### config.mk
export PLATFORM = sky130hd
export DESIGN_NAME = level_sensor_conditioner
export DESIGN_NICKNAME = d
export VERILOG_FILES = /design/src/rtl/level_sensor_conditioner_pkg.sv /design/src/rtl/input_debouncer.sv /design/src/rtl/level_sensor_conditioner.sv
export SDC_FILE = /design/constraint.sdc
export NUM_CORES = 1
export LEC_CHECK = 0
export BUFFER_PORTS_ARGS = -buffer_cell sky130_fd_sc_hd__buf_2
export CORE_MARGIN = 2
export CORE_UTILIZATION = 30
export CTS_CLUSTER_DIAMETER = 50
export DETAILED_ROUTE_END_ITERATION = 16
export PLACE_DENSITY = 0.51
export SLEW_MARGIN = 20
export SYNTH_ARGS = -nofsm -noshare
export SYNTH_HDL_FRONTEND = slang
export SYNTH_HIERARCHICAL = 1
export SYNTH_SLANG_ARGS = --single-unit
### constraint.sdc
create_clock -name clock -period 1.7 [get_ports clock]
set_input_delay 0.34 -clock clock [delete_from_list [all_inputs] [get_ports clock]]
set_output_delay 0.34 -clock clock [all_outputs]
set_load 0.01 [all_outputs]
### src/rtl/level_sensor_conditioner_pkg.sv
// Shared definitions for the tank-level sensor conditioner.
// Holds the legal {us,sc,fc} level patterns, the conditioner state encoding
// and a helper that tells whether a debounced pattern is physically possible.
package level_sensor_conditioner_pkg;

    // Legal tank levels as {us, sc, fc}: a higher contact can only be wet
    // when every contact below it is wet too.
    localparam logic [2:0] LEVEL_EMPTY = 3'b000;
    localparam logic [2:0] LEVEL_LOW   = 3'b001;
    localparam logic [2:0] LEVEL_MID   = 3'b011;
    localparam logic [2:0] LEVEL_FULL  = 3'b111;

    typedef enum logic [1:0] {
        INIT  = 2'd0,
        RUN   = 2'd1,
        FAULT = 2'd2
    } state_t;

    function automatic logic level_valid(input logic [2:0] pattern);
        return (pattern == LEVEL_EMPTY) || (pattern == LEVEL_LOW) ||
               (pattern == LEVEL_MID)   || (pattern == LEVEL_FULL);
    endfunction

endpackage

### src/rtl/input_debouncer.sv
// Two-flop synchronizer followed by a consecutive-cycle debouncer for one contact.
// Ports: clock, reset (sync, active-low), raw (async contact in), stable (debounced out).
// A raw change held steady reaches stable on the (DEBOUNCE_CYCLES+2)th rising edge.
module input_debouncer #(
    parameter int DEBOUNCE_CYCLES = 16
) (
    input  logic clock,
    input  logic reset,
    input  logic raw,
    output logic stable
);

    localparam int CW = $clog2(DEBOUNCE_CYCLES) + 1;
    localparam logic [CW-1:0] CNT_LAST = CW'(DEBOUNCE_CYCLES - 1);

    logic          meta;
    logic          synced;
    logic [CW-1:0] cnt;

    always_ff @(posedge clock) begin
        if (!reset) begin
            meta   <= 1'b0;
            synced <= 1'b0;
            stable <= 1'b0;
            cnt    <= '0;
        end else begin
            meta   <= raw;
            synced <= meta;
            // Any cycle where the synchronized bit agrees with the stable
            // value restarts the run, so short glitches never get through.
            if (synced == stable) begin
                cnt <= '0;
            end else if (cnt == CNT_LAST) begin
                stable <= synced;
                cnt    <= '0;
            end else begin
                cnt <= cnt + 1'b1;
            end
        end
    end

endmodule

### src/rtl/level_sensor_conditioner.sv
// Conditions the three raw tank contacts into clean fc/sc/us for the irrigation FSM.
// Ports: clock, reset (sync, active-low), fcRaw/scRaw/usRaw (async contacts), clearFault
// (operator ack); fc/sc/us (clean levels), ready, levelChange (1-cycle pulse), sensorFault (latched).
module level_sensor_conditioner
    import level_sensor_conditioner_pkg::*;
#(
    parameter int DEBOUNCE_CYCLES = 16,
    parameter int FAULT_CYCLES    = 64
) (
    input  logic clock,
    input  logic reset,
    input  logic fcRaw,
    input  logic scRaw,
    input  logic usRaw,
    input  logic clearFault,
    output logic fc,
    output logic sc,
    output logic us,
    output logic ready,
    output logic levelChange,
    output logic sensorFault
);

    // Settle period covers the synchronizer plus one full debounce window,
    // so the first RUN decision is made on genuinely debounced inputs.
    localparam int SW = $clog2(DEBOUNCE_CYCLES + 2) + 1;
    localparam int FW = $clog2(FAULT_CYCLES) + 1;
    localparam logic [SW-1:0] SETTLE_LAST = SW'(DEBOUNCE_CYCLES + 1);
    localparam logic [FW-1:0] FAULT_LAST  = FW'(FAULT_CYCLES - 1);
    localparam logic [FW-1:0] FAULT_TERM  = FW'(FAULT_CYCLES);

    logic [2:0]    pattern;     // debounced {us, sc, fc}
    logic          valid;
    state_t        state, state_nxt;
    logic [SW-1:0] settle_cnt, settle_nxt;
    logic [FW-1:0] fault_cnt, fault_nxt;
    logic [2:0]    level, level_nxt;
    logic          ready_nxt;
    logic          flag_nxt;

    input_debouncer #(.DEBOUNCE_CYCLES(DEBOUNCE_CYCLES)) u_fc (
        .clock (clock), .reset (reset), .raw (fcRaw), .stable (pattern[0])
    );
    input_debouncer #(.DEBOUNCE_CYCLES(DEBOUNCE_CYCLES)) u_sc (
        .clock (clock), .reset (reset), .raw (scRaw), .stable (pattern[1])
    );
    input_debouncer #(.DEBOUNCE_CYCLES(DEBOUNCE_CYCLES)) u_us (
        .clock (clock), .reset (reset), .raw (usRaw), .stable (pattern[2])
    );

    assign valid = level_valid(pattern);

    always_comb begin
        state_nxt  = state;
        settle_nxt = settle_cnt;
        fault_nxt  = fault_cnt;
        level_nxt  = level;
        ready_nxt  = ready;
        flag_nxt   = sensorFault;
        case (state)
            INIT: begin
                if (settle_cnt == SETTLE_LAST) begin
                    state_nxt = RUN;
                    ready_nxt = 1'b1;
                    if (valid) begin
                        level_nxt = pattern;
                    end
                end else begin
                    settle_nxt = settle_cnt + 1'b1;
                end
            end
            RUN: begin
                if (valid) begin
                    level_nxt = pattern;
                    fault_nxt = '0;
                end else if (fault_cnt == FAULT_LAST) begin
                    // This edge is the FAULT_CYCLES-th consecutive implausible one.
                    state_nxt = FAULT;
                    flag_nxt  = 1'b1;
                    fault_nxt = FAULT_TERM;
                end else begin
                    fault_nxt = fault_cnt + 1'b1;
                end
            end
            FAULT: begin
                // Acknowledge is only honoured once the contacts agree again.
                if (clearFault && valid) begin
                    state_nxt = RUN;
                    flag_nxt  = 1'b0;
                    fault_nxt = '0;
                    level_nxt = pattern;
                end
            end
            default: begin
                state_nxt = INIT;
            end
        endcase
    end

    always_ff @(posedge clock) begin
        if (!reset) begin
            state       <= INIT;
            settle_cnt  <= '0;
            fault_cnt   <= '0;
            level       <= LEVEL_EMPTY;
            ready       <= 1'b0;
            sensorFault <= 1'b0;
            levelChange <= 1'b0;
        end else begin
            state       <= state_nxt;
            settle_cnt  <= settle_nxt;
            fault_cnt   <= fault_nxt;
            level       <= level_nxt;
            ready       <= ready_nxt;
            sensorFault <= flag_nxt;
            levelChange <= (level_nxt != level);
        end
    end

    assign {us, sc, fc} = level;

endmodule
# Yosys cells after proc, flatten, opt, wreduce, memory -nomap -nowiden
# Index checks and enable logic that the tools add are counted.
# word_totals
regBits	45
inputBits	6
output_inout_bits	6
word_cells	82
# op_classes
n_addsub	5
eq_ne	18
n_mux	17
bitwise_logic	5
n_reduce_logical	18
# ops
cell	count
$mux W7	3
$add A5 B1 Y5 const B	3
$eq A5 B4 Y1 const B	3
$pmux W7 S2	1
$reduce_and A2 Y1	6
$mux W3	3
$pmux W3 S3	1
$reduce_or A3 Y1	3
$mux W2	4
$ne A2 B2 Y1 const B	4
$reduce_and A4 Y1	2
$add A7 B1 Y7 const B	1
$eq A7 B6 Y1 const B	1
$add A6 B1 Y6 const B	1
$eq A6 B5 Y1 const B	1
$pmux W2 S3	1
$not A1 Y1	5
$eq A1 B1 Y1	3
$eq A3 B1 Y1 const B	1
$eq A3 B2 Y1 const B	1
$eq A3 B3 Y1 const B	1
$logic_not A3 Y1	1
$logic_or A1 B1 Y1	3
$mux W1	3
other kinds (7)	7

# Logic depth before layout (Yosys ltp)
# Gate-level depths: netlist of the first run.
# logic_depth
depth_word	8
ltp_mapped	7
depth_no_buf	7

# By module
# The synthesis of the first run kept the hierarchy.
# by_module_without_submodules
mod	instances	cells_per_inst	area_per_inst_um2	seq_area_each_um2
level_sensor_conditioner	1	131	1171.1	420.4
input_debouncer	3	27	289.0	160.2

# Least setup slack after synthesis of the first run
# Ideal clock, no wire load.
# synth_timing
path_kind	reg2reg
startpoint	register settle_cnt[1]
endpoint	register settle_cnt[5]
setup_ns	0.070
arrival_time_ns	1.499
t_required_ns	1.630
setup_slack_ns	0.131
path_stages_with_launch	8
path_buffers	0
synth_period_minus_slack_ns	1.569
path_cell_list	dfxtp_1 > inv_1 > ha_1 > nand2_1 > o21a_1 > nand4_1 > or3_1 > a21boi_1
# synth_via
elab_chain_len	3
word_cells_on_any_way	4
classes_between	add/sub: 1; eq/ne: 1; bitwise: 1; reduce/logical: 1
# synth_rtl
item	line	rtl
start: declaration	level_sensor_conditioner.sv:35	logic [SW-1:0] settle_cnt, settle_nxt;
start signal: assignment	level_sensor_conditioner.sv:111	settle_cnt <= settle_nxt;
parallel branches: the longest is 3 deep, another holds $add A6 B1 Y6	-	
# Several ways; the timed one is not identified.
# A chain may end at the register's enable or synchronous reset.

# Worst setup path in the final report of the first run
# layout_timing
startpoint	register settle_cnt[5]
endpoint	register levelChange
# layout_via
elab_chain_len	4
# layout_rtl
item	line	rtl
$eq A6 B5 Y1	level_sensor_conditioner.sv:62	if (settle_cnt == SETTLE_LAST) begin
$mux W3	level_sensor_conditioner.sv:62	
$pmux W3 S3	level_sensor_conditioner.sv:60	case (state)
$ne A3 B3 Y1	level_sensor_conditioner.sv:116	levelChange <= (level_nxt != level);
end signal: assignment	level_sensor_conditioner.sv:116	
end: declaration	level_sensor_conditioner.sv:20	output logic levelChange,
# No other way between the ends.

==> results of run 1 <==
## where the power goes
group	switching (mW)	total [mW]	leakage, nW	internal (mW)
combinational	0.0329	0.0646	0.541	0.0317
clock	0.339	0.706	0.0542	0.367
sequential	0.00913	1.08	0.366	1.07
## worst min-delay path by stage
stage                             endpoint  slack (ns)  cells past startpoint                 start
finish                u_us/meta$_SDFF_PN0_        0.25                      2                 usRaw
global route          u_us/meta$_SDFF_PN0_        0.25                      2                 usRaw
CTS                   u_fc/meta$_SDFF_PN0_        0.24                      2                 fcRaw
detailed placement  u_us/synced$_SDFF_PN0_        0.42                      1  u_us/meta$_SDFF_PN0_
global placement    u_fc/synced$_SDFF_PN0_        0.42                      1  u_fc/meta$_SDFF_PN0_
floorplan           u_fc/synced$_SDFF_PN0_        0.41                      1  u_fc/meta$_SDFF_PN0_
## state kept, by name, summed over array words and instances, names as in the netlist, 2 cells and up
register,count
fault_cnt,7
level,3
settle_cnt,6
state,2
u_fc/cnt,5
u_sc/cnt,5
u_us/cnt,5
## cell usage after synthesis, types with 2 or more instances
| cell | instances |
|---|---|
| xor2_1 | 6 |
| inv_1 | 11 |
| or3_1 | 2 |
| o21a_1 | 7 |
| o21ai_0 | 5 |
| o2111ai_1 | 2 |
| nand3b_1 | 2 |
| and3_1 | 5 |
| nand3_1 | 8 |
| and2_1 | 10 |
| o21ai_2 | 2 |
| a21oi_1 | 5 |
| mux2i_1 | 4 |
| dfxtp_1 | 45 |
| nor3_1 | 3 |
| nand2b_1 | 2 |
| clkbuf_1 | 2 |
| xnor2_1 | 8 |
| nor2b_1 | 7 |
| nand3b_2 | 3 |
| nand4_1 | 2 |
| nor2_1 | 24 |
| ha_1 | 9 |
| nand2_1 | 11 |
| a21boi_0 | 5 |
## through the flow
stage / power (mW) / cell area (um2)
6_report: 1.85 / 2420
5_1_grt: 1.95 / 2420
4_1_cts: 1.89 / 2390
3_5_place_dp: 1.17 / 2290
3_3_place_gp: 1.17 / 2290
2_1_floorplan: 1.14 / 2040
## per-layer routing
| layer | vias up | part of all wire, % | track usage (%) |
|---|---|---|---|
| met4 | 0 | 0.71 | 2.98 |
| li1 | 791 | - | - |
| met3 | 2 | 1.9 | 2.86 |
| met5 | - | 0 | 0 |
| met1 | 702 | 50 | 15.0 |
| met2 | 13 | 47 | 19.2 |
## timing repair
| item | in CTS | in global routing |
|---|---|---|
| buffers inserted | 0 | 1 |
| endpoints found under the setup margin | 0 | 6 |
| gates resized for setup | 0 | 8 |
| hold buffers | 0 | 0 |
## cell type report
type | instances | area share (%)
sequential | 45 | 37.4
multi-input combinational | 153 | 45.3
timing repair buffer | 27 | 7.24
inverter | 11 | 1.71
tap | 80 | 4.14
clock inverter | 1 | 0.207
clock buffer | 7 | 3.98
## cells in the final DEF (no fill, tap or decap), drive strengths merged
master	n
a31o	1
mux2i	4
nand2	11
a41o	1
a311oi	1
xnor2	8
inv	11
xor2	6
a211oi	1
o2111ai	2
o21ai	8
o21a	7
ha	9
nor2	25
nand3b	5
nor4	2
dfxtp	45
nand2b	2
nand4	2
o311a	1
a22oi	2
buf	27
a21o	1
nand3	8
and2	10
a22o	1
o21bai	1
nor2b	9
clkbuf	7
nor3	3
clkinv	1
and3	5
o311ai	1
o31ai	2
or3	3
a21boi	6
a21oi	5
## logic make-up (layout without fill, tap and decap cells)
logic type / count (synthesis) / in the layout
multiplexers: 4 / 4
flip-flops: 45 / 45
AND/OR/NAND/NOR: 85 / 85
XOR/XNOR: 14 / 14
buffers and inverters: 14 / 46
adder cells (fa/ha/maj): 9 / 9
AO/OA/AOI/OAI: 41 / 41
## critical path: stages (launching register included)
cell and delay (ns):
dfxtp_2 0.33, or3_4 0.42, o31ai_4 0.35, a22oi_2 0.12, mux2i_1 0.14, a31o_1 0.25
==> flow_metrics.env, run 1 <==
export IMPL_regArea_um2=905
export IMPL_synth_simple_area_share_pct=23.7
export IMPL_critPathLaunch="settle_cnt[5]$_SDFFE_PN0P_"
export IMPL_tritoncts="built"
export IMPL_powerDensity_nw_per_um2=764
export IMPL_place_ws_ns=0.0195
export IMPL_pin_count=12
export IMPL_avgSynthCellArea_um2=9.61
export IMPL_irDropWorstVdd_mv=0.437
export IMPL_vias_per_cell=4.65
export IMPL_antenna_cells=0
export IMPL_fill_cells=731
export IMPL_placed_cells=315
export IMPL_timing_final_crit_period_ns=1.71
export IMPL_grt_pass1_vias=1554
export IMPL_drt_iter0_markers=103
export IMPL_htree_levels=2
export IMPL_endpoint_kind="flop"
export IMPL_violations="negative setup slack"
export IMPL_crit_fanout=4
export IMPL_avgRoutedWirePerCell_um=11.7
export IMPL_r2r_end="levelChange$_SDFF_PN0_"
export IMPL_die_h_um=86.4
export IMPL_cts_root_buf="clkbuf_8"
export IMPL_ant_nets=0
export IMPL_fin_cells=324
export IMPL_drive_above_1_share_pct=22.5
export IMPL_hp_class="input pin to flop"
export IMPL_clk_pin_slew_ns=0.08
export IMPL_synth_area_top_cells="dfxtp_1 44%, ha_1 5.5%, nor2_1 4.4%"
export IMPL_dieArea_um2=7470
export IMPL_rr_worst_depth=5
export IMPL_timing_critical_path_to="levelChange$_SDFF_PN0_"
export IMPL_synth_seq_cells=45
export IMPL_fin_util_pct=36.2
export IMPL_synth_compound_area_share_pct=15.7
export IMPL_multiInputGateArea_um2=1100
export IMPL_hold_violations=0
export IMPL_skew_ns=0.00520
export IMPL_grt_pass1_wl_um=6960
export IMPL_place_gp_congestion=0.732
export IMPL_wl_um=3780
export IMPL_area_growth_pct=18.7
export IMPL_io_buffers=11
export IMPL_required_ns=1.87
export IMPL_relSlewSlack_pct=71.2
export IMPL_grt_overflow=0
export IMPL_setup_violations=1
export IMPL_fin_crit_sh_pct=101
export IMPL_status="finished with violations"
export IMPL_synthFlopType="dfxtp_1"
export IMPL_first_pass_iters=4
export IMPL_rsz0062_at_grt="true"
export IMPL_synthCells=212
export IMPL_cts_sinks=45
export IMPL_layout_nets=258
export IMPL_startpoint_type="flop"
export IMPL_synthDistinctLibCells=47
export IMPL_syn_nets=227
export IMPL_maxCapViolCount=0
export IMPL_worstMarginPinSlew_ns=0.425
export IMPL_synth_top_family_by_area="simple AND/OR/NAND/NOR gates"
export IMPL_r2r_slack_ns=-0.01
export IMPL_cts_buffers=5
export IMPL_fmax_mhz=583
export IMPL_synth_area_um2=2040
export IMPL_vias=1508
export IMPL_synth_edf_count=0
export IMPL_synthMuxAreaShare_pct=1.96
export IMPL_synthXorXnorAreaFrac_pct=6.02
export IMPL_clk_latency_ns=0.29
export IMPL_yosysSeqAreaShare_pct=44.2
export IMPL_die_x_um=86.4
export IMPL_coreArea_um2=6680
export IMPL_yosysTopAreaCell="dfxtp_1"
export IMPL_cp_arrival_ns=1.89
export IMPL_initial_core_util_pct=30.5
export IMPL_timing_hold_ws_ns=0.254
export IMPL_setup_ws_ns=-0.0138
export IMPL_critPathKind="flop to flop"
export IMPL_grt_max_degree=14
export IMPL_finalMaxSlewViolations=0
export IMPL_ys_warn_count=6
export IMPL_antenna_found_initial=0
export IMPL_yosysTopAreaCellShare_pct=44.2
export IMPL_synthAdderAreaFrac_pct=5.52
export IMPL_drc=0
export IMPL_track_usage_pct=11.6
export IMPL_p_leak_nw=0.961
export IMPL_r2r_start="settle_cnt[5]$_SDFFE_PN0P_"
export IMPL_fp_row_count=30
export IMPL_hpwl_um=2690
export IMPL_cts_path_max_buffers=2
export IMPL_finalSetupTns_ns=-0.0138
export IMPL_synth_async_sr_flop_share_pct=0
(Power assumes the default switching activity.)
==> inputs of run 2 (changes only) <==
--- a/config.mk
+++ b/config.mk
@@ -10,9 +10,7 @@
 export CORE_UTILIZATION = 30
 export CTS_CLUSTER_DIAMETER = 50
 export DETAILED_ROUTE_END_ITERATION = 16
-export PLACE_DENSITY = 0.51
 export SLEW_MARGIN = 20
 export SYNTH_ARGS = -nofsm -noshare
 export SYNTH_HDL_FRONTEND = slang
-export SYNTH_HIERARCHICAL = 1
 export SYNTH_SLANG_ARGS = --single-unit
==> flow_metrics.env, run 2 <==
export IMPL_die_x_um=87.4
export IMPL_reg_top3="fault_cnt x7, settle_cnt x6"
export IMPL_ys_warn_count=0
export IMPL_cts_sinks=45
export IMPL_wl_um=3640
export IMPL_yosys_cell_count_top_type="dfxtp_1"
export IMPL_p_comb_share_pct=3.4
export IMPL_status="completed"
export IMPL_antenna_cells=0
export IMPL_final_common_cell="dfxtp_1"
export IMPL_skew_ns=0.00520
export IMPL_synthFlopType="dfxtp_1"
export IMPL_drive_above_1_share_pct=16.7
export IMPL_synth_common_cells="45 x dfxtp_1, 34 x nor2_1, 11 x inv_1"
export IMPL_area_growth_pct=12.5
export IMPL_cts_setup_buffers=0
export IMPL_cts_buffers=5
export IMPL_place_gp_congestion=0.792
export IMPL_fin_crit_sh_pct=91.1
export IMPL_timing_final_crit_period_ns=1.55
export IMPL_grt_max_degree=17
export IMPL_fp_row_count=30
export IMPL_dieArea_um2=7630
export IMPL_cts_resized=0
export IMPL_worstMarginPinSlew_ns=0.402
export IMPL_critPathKind="flop to flop"
export IMPL_p_clk_share_pct=38.5
export IMPL_fin_cells=320
export IMPL_yosysTopAreaCellShare_pct=43.2
export IMPL_ant_nets=0
export IMPL_hpwl_um=2600
export IMPL_crit_fanout=5
export IMPL_layout_nets=254
export IMPL_antenna_found_initial=0
export IMPL_tritoncts="built"
export IMPL_maxCapViolCount=0
export IMPL_htree_levels=2
export IMPL_initial_core_util_pct=30.9
export IMPL_die_h_um=87.4
export IMPL_syn_nets=238
export IMPL_setup_ws_ns=0.152
export IMPL_drc=0
export IMPL_yosysTopAreaCell="dfxtp_1"
export IMPL_io_buffers=11
export IMPL_largest_reg_flops=7
export IMPL_synthDistinctLibCells=51
export IMPL_synth_area_top_cells="dfxtp_1 43%, nor2_1 6.1%, ha_1 5.4%"
export IMPL_irDropWorstVdd_mv=0.417
export IMPL_setup_violations=0
export IMPL_vias=1545
export IMPL_hold_violations=0
export IMPL_p_sw_share_pct=21.2
export IMPL_placed_cells=312
export IMPL_drt_iter0_markers=50
export IMPL_p_switching_uw=393
export IMPL_cts_root_buf="clkbuf_8"
export IMPL_pin_count=12
export IMPL_track_usage_pct=10.7
export IMPL_coreArea_um2=6760
export IMPL_synth_edf_count=0
export IMPL_grt_pass1_vias=1496
export IMPL_regMostFlops="fault_cnt"
export IMPL_avgRoutedWirePerCell_um=11.4
export IMPL_synthCells=223
export IMPL_cp_arrival_ns=1.78
export IMPL_startpoint_type="flop"
export IMPL_synth_async_sr_flop_share_pct=0
export IMPL_fill_cells=707
export IMPL_finalMaxSlewViolations=0
export IMPL_cts_path_max_buffers=2
export IMPL_avgSynthCellArea_um2=9.35
export IMPL_vias_per_cell=4.83
export IMPL_clk_pin_slew_ns=0.08
export IMPL_clk_latency_ns=0.29
export IMPL_endpoint_kind="flop"
export IMPL_place_ws_ns=0.107
export IMPL_seqPwrFrac_pct=58.1
export IMPL_relSlewSlack_pct=73.2
export IMPL_p_int_mw=1.46
export IMPL_first_pass_iters=4
export IMPL_finalSetupTns_ns=0
export IMPL_grt_pass1_wl_um=6620
export IMPL_rsz0062_at_grt="false"
export IMPL_powerDensity_nw_per_um2=792
export IMPL_synth_seq_cells=45
export IMPL_grt_overflow=0
export IMPL_required_ns=1.93
export IMPL_fmax_mhz=646
export IMPL_p_leak_nw=0.868
export IMPL_yosysSeqAreaShare_pct=43.2
export IMPL_hp_class="input pin to flop"
export IMPL_hold_buffers=0
export IMPL_synth_area_um2=2080
export IMPL_final_cell_mix="45 x dfxtp_1, 34 x nor2_1, 11 x inv_1, 11 x buf_2, 10 x nand2_1"
-- run 2: final timing paths --
| check | start | endpoint | slack (ns) | cells past startpoint |
|---|---|---|---|---|
| hold / removal | fcRaw | u_fc.meta$_SDFF_PN0_ | 0.25 | 2 |
| setup reg to reg | u_fc.cnt[0]$_SDFF_PP0_ | u_fc.cnt[3]$_SDFF_PP0_ | 0.15 | 5 |
| setup / recovery | u_fc.cnt[0]$_SDFF_PP0_ | u_fc.cnt[3]$_SDFF_PP0_ | 0.15 | 5 |
| hold reg to reg | u_us.meta$_SDFF_PN0_ | u_us.synced$_SDFF_PN0_ | 0.44 | 1 |
-- run 2: kinds of logic (layout without fill, tap and decap cells) --
logic type | count (synthesis) | in the layout | share of synthesized area (%)
and+or+nand+nor | 89 | 89 | 23.3
adders and majority gates | 9 | 9 | 5.40
AOI/OAI and AO/OA | 41 | 41 | 15.2
muxes | 5 | 5 | 2.40
DFF | 45 | 45 | 43.2
xor gates and xnor gates | 14 | 14 | 5.88
buffers and inverters | 20 | 37 | 4.56
-- run 2: layout make-up --
type / instances / area, um2 / area share [%]
Inverter: 11 / 41.3 / 1.76
Clock inverter: 1 / 5.00 / 0.213
Sequential cell: 45 / 901 / 38.4
Tap cell: 80 / 100 / 4.27
Timing Repair Buffer: 18 / 108 / 4.59
Multi-Input combinational cell: 158 / 1090 / 46.6
Clock buffer: 7 / 96.3 / 4.11
-- run 2: power groups by stage --
stage	Clock, mW	Combinational, mW	Sequential, mW
finish	0.715	0.0629	1.08
global route	0.793	0.0729	1.08
CTS	0.746	0.0632	1.08
detailed placement	0	0.0631	1.10
global placement	0	0.0619	1.10
floorplan	0	0.0389	1.10
-- run 2: metal layers --
metal / vias to the layer above / GRT usage (%) / part of all wire (%)
li1: 812 / - / -
met1: 709 / 14.0 / 50
met2: 19 / 17.2 / 46
met3: 5 / 3.51 / 4.1
met4: 0 / 2.24 / 0.58
met5: - / 0 / 0
-- run 2: stage by stage --
step	utilization, %	cell area, um2	total power, mW	hold WS [ns]
finish	34.7	2340	1.86	0.250
CTS	34.6	2340	1.89	0.240
detailed placement	33.1	2240	1.17	0.418
global route	34.7	2340	1.95	0.250
global placement	33.1	2240	1.17	0.416
floorplan	-	2080	1.14	0.412
-- run 2: worst max-delay path, stage by stage, from the launching register on --
cell and delay (ns):
dfxtp_1 0.33, ha_1 0.22, and3_1 0.18, ha_1 0.19
or3_1 0.45, nor2_1 0.12
